==> src/rtl/barrel_shifter_pipe_if.sv <==
// Valid/ready bus for barrel_shifter_pipe: operand side (i_*) in, result side (o_*) out.
// o_carry exists only when BARREL_SHIFTER_PIPE_CARRY_EN is defined.
interface barrel_shifter_pipe_if #(
   parameter int N = 3
);
   localparam int W = 2 ** N;

   logic [W-1:0] i_data;
   logic [N-1:0] i_amount;
   logic [1:0]   i_mode;
   logic         i_valid;
   logic         o_ready;
   logic [W-1:0] o_data;
   logic         o_valid;
   logic         i_ready;
`ifdef BARREL_SHIFTER_PIPE_CARRY_EN
   logic         o_carry;
`endif

   modport master (
`ifdef BARREL_SHIFTER_PIPE_CARRY_EN
      input  o_carry,
`endif
      output i_data, i_amount, i_mode, i_valid, i_ready,
      input  o_ready, o_data, o_valid
   );

   modport slave (
`ifdef BARREL_SHIFTER_PIPE_CARRY_EN
      output o_carry,
`endif
      input  i_data, i_amount, i_mode, i_valid, i_ready,
      output o_ready, o_data, o_valid
   );
endinterface

==> src/rtl/barrel_shifter_pipe.sv <==
// Pipelined barrel shifter: one register stage per mux level (shift 2**k at stage k), SHL/SHR/SRA/ROTL.
// Optional BARREL_SHIFTER_PIPE_CARRY_EN adds o_carry, the last bit shifted out, aligned with o_data.
module barrel_shifter_pipe #(
   parameter int N = 3
) (
   input logic                  i_clk,
   input logic                  i_rst_n,
   barrel_shifter_pipe_if.slave bus
);
   localparam int W = 2 ** N;

   typedef enum logic [1:0] {
      MODE_SHL  = 2'b00,
      MODE_SHR  = 2'b01,
      MODE_SRA  = 2'b10,
      MODE_ROTL = 2'b11
   } mode_e;

   // Stage registers; index k holds the beat after the 2**k level has been applied.
   logic [N-1:0] v_q;
   logic [W-1:0] d_q [N];
   mode_e        m_q [N];
   logic [N-1:0] a_q [N];
   logic         s_q [N];

   // Stage inputs (upstream view) and next payload.
   logic         in_v [N];
   logic [W-1:0] in_d [N];
   mode_e        in_m [N];
   logic [N-1:0] in_a [N];
   logic         in_s [N];
   logic [W-1:0] nxt_d [N];
   logic [N-1:0] en;

`ifdef BARREL_SHIFTER_PIPE_CARRY_EN
   logic c_q   [N];
   logic c_in  [N];
   logic c_nxt [N];
`endif

   function automatic logic [W-1:0] shift_stage(input logic [W-1:0] d, input mode_e m,
                                                 input logic sign, input int s);
      logic [W-1:0] r;
      case (m)
         MODE_SHL: r = d << s;
         MODE_SHR: r = d >> s;
         MODE_SRA: r = (d >> s) | (sign ? ~({W{1'b1}} >> s) : '0);
         default:  r = (d << s) | (d >> (W - s));
      endcase
      return r;
   endfunction

`ifdef BARREL_SHIFTER_PIPE_CARRY_EN
   function automatic logic shift_carry(input logic [W-1:0] d, input mode_e m, input int s);
      logic [W-1:0] t;
      case (m)
         MODE_SHL:          t = d >> (W - s);
         MODE_SHR, MODE_SRA: t = d >> (s - 1);
         default:           t = '0;
      endcase
      return t[0];
   endfunction
`endif

   // A stage may load when it, or any stage downstream of it, is empty, or the sink is taking a beat.
   always_comb begin
      en = '0;
      for (int k = 0; k < N; k++) begin
         en[k] = bus.i_ready;
         for (int j = k; j < N; j++)
            if (!v_q[j]) en[k] = 1'b1;
      end
   end

   always_comb begin
      in_v[0] = bus.i_valid;
      in_d[0] = bus.i_data;
      in_m[0] = mode_e'(bus.i_mode);
      in_a[0] = bus.i_amount;
      in_s[0] = bus.i_data[W-1];
      for (int k = 1; k < N; k++) begin
         in_v[k] = v_q[k-1];
         in_d[k] = d_q[k-1];
         in_m[k] = m_q[k-1];
         in_a[k] = a_q[k-1];
         in_s[k] = s_q[k-1];
      end
      for (int k = 0; k < N; k++)
         nxt_d[k] = in_a[k][k] ? shift_stage(in_d[k], in_m[k], in_s[k], 2 ** k) : in_d[k];
   end

`ifdef BARREL_SHIFTER_PIPE_CARRY_EN
   always_comb begin
      c_in[0] = 1'b0;
      for (int k = 1; k < N; k++)
         c_in[k] = c_q[k-1];
      for (int k = 0; k < N; k++)
         c_nxt[k] = in_a[k][k] ? shift_carry(in_d[k], in_m[k], 2 ** k) : c_in[k];
   end
`endif

   // NOTE: non-blocking assignments let every stage capture its neighbour's pre-edge value in one loop.
   always_ff @(posedge i_clk or negedge i_rst_n) begin
      if (!i_rst_n) begin
         v_q <= '0;
         // NOTE: payload registers are reset as well as the valid bits, so o_data reads 0 after reset.
         for (int k = 0; k < N; k++) begin
            d_q[k] <= '0;
            m_q[k] <= MODE_SHL;
            a_q[k] <= '0;
            s_q[k] <= 1'b0;
`ifdef BARREL_SHIFTER_PIPE_CARRY_EN
            c_q[k] <= 1'b0;
`endif
         end
      end else begin
         for (int k = 0; k < N; k++) begin
            if (en[k]) begin
               v_q[k] <= in_v[k];
               // Bubbles only clear the valid bit; the payload keeps its last beat.
               if (in_v[k]) begin
                  d_q[k] <= nxt_d[k];
                  m_q[k] <= in_m[k];
                  a_q[k] <= in_a[k];
                  s_q[k] <= in_s[k];
`ifdef BARREL_SHIFTER_PIPE_CARRY_EN
                  c_q[k] <= c_nxt[k];
`endif
               end
            end
         end
      end
   end

   assign bus.o_ready = en[0];
   assign bus.o_valid = v_q[N-1];
   assign bus.o_data  = d_q[N-1];
`ifdef BARREL_SHIFTER_PIPE_CARRY_EN
   assign bus.o_carry = c_q[N-1];
`endif

endmodule
==> src/flat_wrapper.sv <==
// flat-port wrapper written by rule: the top's interface ports become plain ports
module barrel_shifter_pipe_flat 
#(
   parameter int N = 3
)
  (i_clk, i_rst_n, bus_i_data, bus_i_amount, bus_i_mode, bus_i_valid, bus_i_ready, bus_o_ready, bus_o_data, bus_o_valid);
  barrel_shifter_pipe_if #(.N(N)) bus_i ();
  input logic i_clk;
  input logic i_rst_n;
  input wire logic [$bits(bus_i.i_data)-1:0] bus_i_data;
  input wire logic [$bits(bus_i.i_amount)-1:0] bus_i_amount;
  input wire logic [$bits(bus_i.i_mode)-1:0] bus_i_mode;
  input wire logic [$bits(bus_i.i_valid)-1:0] bus_i_valid;
  input wire logic [$bits(bus_i.i_ready)-1:0] bus_i_ready;
  output wire logic [$bits(bus_i.o_ready)-1:0] bus_o_ready;
  output wire logic [$bits(bus_i.o_data)-1:0] bus_o_data;
  output wire logic [$bits(bus_i.o_valid)-1:0] bus_o_valid;
  assign bus_i.i_data = bus_i_data;
  assign bus_i.i_amount = bus_i_amount;
  assign bus_i.i_mode = bus_i_mode;
  assign bus_i.i_valid = bus_i_valid;
  assign bus_i.i_ready = bus_i_ready;
  assign bus_o_ready = bus_i.o_ready;
  assign bus_o_data = bus_i.o_data;
  assign bus_o_valid = bus_i.o_valid;
  barrel_shifter_pipe #(.N(N)) u_core (.i_clk(i_clk), .i_rst_n(i_rst_n), .bus(bus_i));
endmodule
==> config.mk <==
export PLATFORM = sky130hd
export DESIGN_NAME = barrel_shifter_pipe_flat
export DESIGN_NICKNAME = d
export VERILOG_FILES = /design/src/rtl/barrel_shifter_pipe_if.sv /design/src/rtl/barrel_shifter_pipe.sv /design/src/flat_wrapper.sv
export SDC_FILE = /design/constraint.sdc
export NUM_CORES = 1
export LEC_CHECK = 0
export CORE_MARGIN = 2
export CORE_UTILIZATION = 49
export DETAILED_ROUTE_END_ITERATION = 16
export GPL_TIMING_DRIVEN = 0
export PLACE_DENSITY = 0.75
export SKIP_CTS_REPAIR_TIMING = 1
export SKIP_LAST_GASP = 1
export SLEW_MARGIN = 40
export SYNTH_ARGS = -nofsm -noshare
export SYNTH_HDL_FRONTEND = slang
export SYNTH_SLANG_ARGS = --single-unit
==> constraint.sdc <==
create_clock -name i_clk -period 1.32 [get_ports i_clk]
set_input_delay 0.132 -clock i_clk [delete_from_list [all_inputs] [get_ports i_clk]]
set_output_delay 0.132 -clock i_clk [all_outputs]
set_load 0.01 [all_outputs]
After elaboration in Yosys (flattened, before gate mapping)
Cells that the tools add are included.

storage, ports and cells
  input bits = 17
  register bits after elaboration = 39

cells by class
  multiplexer cells = 15
  bitwise logic cells = 6
  equal/unequal tests = 6
  reduce and logical (&&, ||, !) cells = 6

operators by type and width
  cell                number
  $pmux 8 s3          3
  $mux 8              6
  $or 4x8->8          1
  $or 6x8->8          1
  $or 7x8->8          1
  $or 8x1->8          1
  $or 8x2->8          1
  $or 8x4->8          1
  $eq 2x1->1 const B  3
  $eq 2x2->1 const B  3
  $logic_not 2->1     3
  $mux 1              6
  $reduce_and 2->1    3

Depth between registers and ports, before layout
  depth after elaboration = 4
  gate-level depth with buffers = 7

Least setup slack after synthesis
No wires, ideal clock.

  kind = flip-flop to flip-flop
  start point = reg u_core.v_q[2]
  end point = reg u_core.a_q[7] (netlist bit)
  buffers on the path = 1
  library setup time = 0.125 ns
  arrival = 1.211 ns
  cell stages (with the launch flop) = 6
  period minus slack after synthesis = 1.336 ns
  slack = -0.016 ns
  cell sequence = dfrtp_1 > and4b_1 > buf_6 > clkinv_4 > nand2_4 > mux2_4

between the ends
  word-level cells in the longest chain between the ends = 2

RTL lines
  what                               line                        RTL
  start: declaration                 barrel_shifter_pipe.sv:20   logic [N-1:0] v_q;
  start signal: indexed assignment   barrel_shifter_pipe.sv:119  v_q[k] <= in_v[k];
  $mux 1                             barrel_shifter_pipe.sv:71   if (!v_q[j]) en[k] = 1'b1;
  $reduce_and 2->1 (no source line)  n/a
  end signal: indexed assignment     barrel_shifter_pipe.sv:124  a_q[k] <= in_a[k];
  end: declaration                   barrel_shifter_pipe.sv:23   logic [N-1:0] a_q [N];

No other way between the ends.
A chain may end at the register's enable or synchronous reset.

Final worst setup path
  start point = reg u_core.v_q[0]
  end point = out bus_o_ready

between the ends
  word-level cells in the longest chain between the ends = 3

RTL lines
  what                  line                       RTL
  $mux 1 (3 in series)  barrel_shifter_pipe.sv:71
  end: declaration      flat_wrapper.sv:15         output wire logic [$bits(bus_i.o_ready)-1:0] bus_o_ready;

No other way between the ends.

==> impl_results.md <==
- PnR worst setup slack: -0.179 ns
- Total track usage: 0.200
- Synthesized cell area: 2090 µm²
- Final setup vio count: 19
- WP buf/inv: 5
- Clk buf depth: 2
- Reg-to-reg slack, setup: -0.17 ns
- Fin crit share: 1.14
- Cells along the critical path: buf_6 -> and4b_1 -> buf_6 -> clkinv_8 -> buf_8 -> buf_6
- Pint: 2.96 mW
- Crit start category: flop
- Critical path fanouts, max: 5
- Synthesis-stage register bit count: 36
- Clock power share: 0.224
- MaxCap Viol Count: 0
- Clk root buf: clkbuf_8
- Cell area after layout: 2850 µm²
- Post-Place Cell Area: 2450 µm²
- Slew at the pin with the worst max-slew slack: 0.480 ns
- Worst stage delay on the critical path: 0.34 ns
- Worst R2R Start: u_core.v_q[0]
- Seq/Total Area, Yosys: 0.432
- Top sig layer: met4
- Yosys Warn Count: 0
- Worst setup path endpoint: bus_o_ready
- Leakage: 1.31 nW
- Total number of vias: 1714
- Core Region: 4060 µm²
- First-pass GRT wire length: 7.78 mm
- RSZ-0062 raised after global routing: yes
- GP Congestion: 0.842
- Logic pwr share: 0.390
- Final min period: 1.50 ns
- Avg WL per Cell: 16.4 µm
- Starting Density: 0.514
- Slowest-stage cell, CP: dfrtp_1
- Vias per std cell: 5.81
- CTS clk-pin slew, worst paths: 0.08 ns
- Stages on the worst setup path: 6
- CP startpoint: u_core.v_q[0]
- Hold Path Class: primary input to async pin
- Core Util, Final: 0.701
- Final Hold Vio Count: 0
- Pins Over Slew Limit: 0
- Avg Cell Area, Syn: 10.8 µm²
- Reg power frac: 0.386
- Syn Inst Count: 193
- Pre-antenna DRT Iters: 4
- Relative slew margins: 0.678
- Die height: 69.2 µm
- Drc violations: 0
- Status: finished, violations left
- Final HPWL DP: 3.22 mm
- Critical Path Most Common Cell: buf_6
- Critical path required time: 1.19 ns
- Clock Skews: 0.00544 ns
- Antenna violations before repair: 0
- Antenna Violating Nets Remaining: 0
- Psw: 1.45 mW
- Num CTS Buffers: 5
- PwrDens: 1550 nW/µm²
- N_diodes: 0
- Drt total wl: 4.84 mm
- Boundary pin count: 27
- Syn-to-layout area delta: 36.4%
- Switching share of power: 0.330
- Die Area: 4790 µm²
- Critical path's top delay family: buffers and inverters
- CTS tree: done
- H-tree levels: 2
- Worst r2r dst: u_core.a_q[7]
- Clock sink count: 36
- Synthesized Nets: 210
- WS Path Type: flop to output pin
- Iter 0 DRT Violations: 90
- WL met3: 176 µm
- Core Rows: 23
- Max Fclk: 667 MHz
- Yosys cell types: 37
- Max IR drop VDD: 560 µV
- Global route overflow: 0
- Layout cells sized above 1: 0.343
- IO buf count: 26
- Vias in the first global route: 1614
- Nets@finish: 261
- Die Width: 69.2 µm
- Failing checks: negative setup slack
- Metal2 WL: 2.53 mm
- Largest net degree at the start of global routing: 25
- Total Power: 4.41 mW
- WP data arrival: 1.37 ns
- Metal1 wirelength: 2.06 mm
- Worst Reg2Reg Path Length in Cells: 7
- Insertion delay to the later sink of the worst-skew pair: 0.30 ns
- Kind of end point of the critical path: output pin
through the flow:
stage	instances	setup slack, ns	setup TNS [ns]	hold slack, ns
4_1_cts	278	-0.704	-3.15	-0.261
6_report	295	-0.179	-1.60	0.283
5_1_grt	295	-0.239	-3.11	0.302
3_3_place_gp	269	-0.629	-30.52	0.478
2_1_floorplan	193	-0.00398	-0.0199	-0.164
3_5_place_dp	270	-0.529	-8.50	0.0533
synth_stat cells:
library cell	count	area, µm²
o211ai_1	15	113
nor4bb_1	1	10.0
a2bb2oi_1	3	26.3
inv_1	5	18.8
clkinv_4	1	8.76
a21oi_1	9	45.0
o2bb2ai_1	4	35.0
a41oi_1	1	8.76
nor2_1	7	26.3
and3_1	1	6.26
nand2_4	1	11.3
clkbuf_1	3	11.3
xnor2_4	1	27.5
mux2_4	5	75.1
o31ai_1	5	37.5
mux2_2	13	146
buf_2	3	15.0
xnor2_2	1	16.3
and4b_1	1	10.0
o21ai_0	16	80.1
buf_1	1	3.75
dfrtp_1	36	901
mux2i_1	10	100
and2b_1	1	7.51
and2_1	1	6.26
nand3_1	1	5.00
a31oi_1	1	6.26
nor2b_1	2	12.5
nand3_2	1	10.0
nand2_1	8	30.0
a221oi_1	9	78.8
and3b_1	1	8.76
buf_6	4	45.0
nand2b_1	2	12.5
nand4_1	10	62.6
buf_4	8	60.1
nand3b_1	1	7.51
metal layers:
metal  track usage  up-vias
met1         0.257      827
met3        0.0480        8
met5             0        -
li1              -      836
met2         0.327       43
met4        0.0741        0
worst min path at each step:
stage,startpoint,to,slack [ns],depth (start not counted)
after floorplan,i_rst_n,u_core.a_q[5],-0.16,0
after global placement,u_core.bus.o_data[7],u_core.bus.o_data[7],0.48,1
after detailed placement,i_rst_n,u_core.v_q[2],0.05,1
after CTS,i_rst_n,u_core.d_q[16],-0.26,1
after global routing,i_rst_n,u_core.d_q[16],0.30,2
final,i_rst_n,u_core.d_q[11],0.28,2
worst register-to-register path: cells and delay by family, from the launching register on:
kind	cells	cell delay (ns)
buffers and inverters	4	0.42
flip-flops	1	0.34
AND/OR/NAND/NOR	2	0.30
multiplexers	1	0.30
sequential cells by signal, indices dropped and copies added (netlist names):
name / count
u_core.bus.o_data: 8
u_core.in_m: 4
u_core.in_s: 2
u_core.d_q: 16
u_core.v_q: 3
u_core.a_q: 3
power by group through the flow:
stage	clock, mW	sequential, mW	combinational, mW
3_5_place_dp	0	1.65	1.47
5_1_grt	1.05	1.74	1.88
2_1_floorplan	0	1.57	1.03
3_3_place_gp	0	1.64	1.42
4_1_cts	0.988	1.63	1.47
6_report	0.989	1.70	1.72
layout by cell type, fill, tap and decap left out, drive strengths merged:
cell type	n
nor2b	2
clkinv	2
and3	1
and2	1
a21oi	9
a221oi	9
o2bb2ai	4
and3b	1
and2b	1
bufinv	1
dfrtp	36
inv	5
nand3b	1
nor4bb	1
o21ai	16
nand4	10
o31ai	5
clkdlybuf4s50	14
mux2i	10
a41oi	1
a2bb2oi	3
o211ai	15
clkbuf	7
dlygate4sd3	1
nor2	7
dlymetal6s2s	10
nand2	9
a31oi	1
xnor2	2
mux2	18
buf	36
nand2b	2
nand3	2
clkinvlp	1
and4b	1
area by class of cell:
type                    count  area (µm²)
multi-input cells         132        1140
plain buffers              17         140
flip-flops and latches     36         902
well taps                  50        62.6
repair buffers             46         455
clock inverters             3        42.5
fillers                   312        1210
clock buffers               5        68.8
inverters                   6        35.0
kinds of logic after synthesis:
group	after synthesis	synth area share
XOR/XNOR	2	0.0210
flip-flops	36	0.432
AND/OR/NAND/NOR	39	0.109
AO/OA/AOI/OAI	63	0.206
buffers and inverters	25	0.0780
multiplexers	28	0.154
No activity file was read; power rests on OpenSTA's default activity.
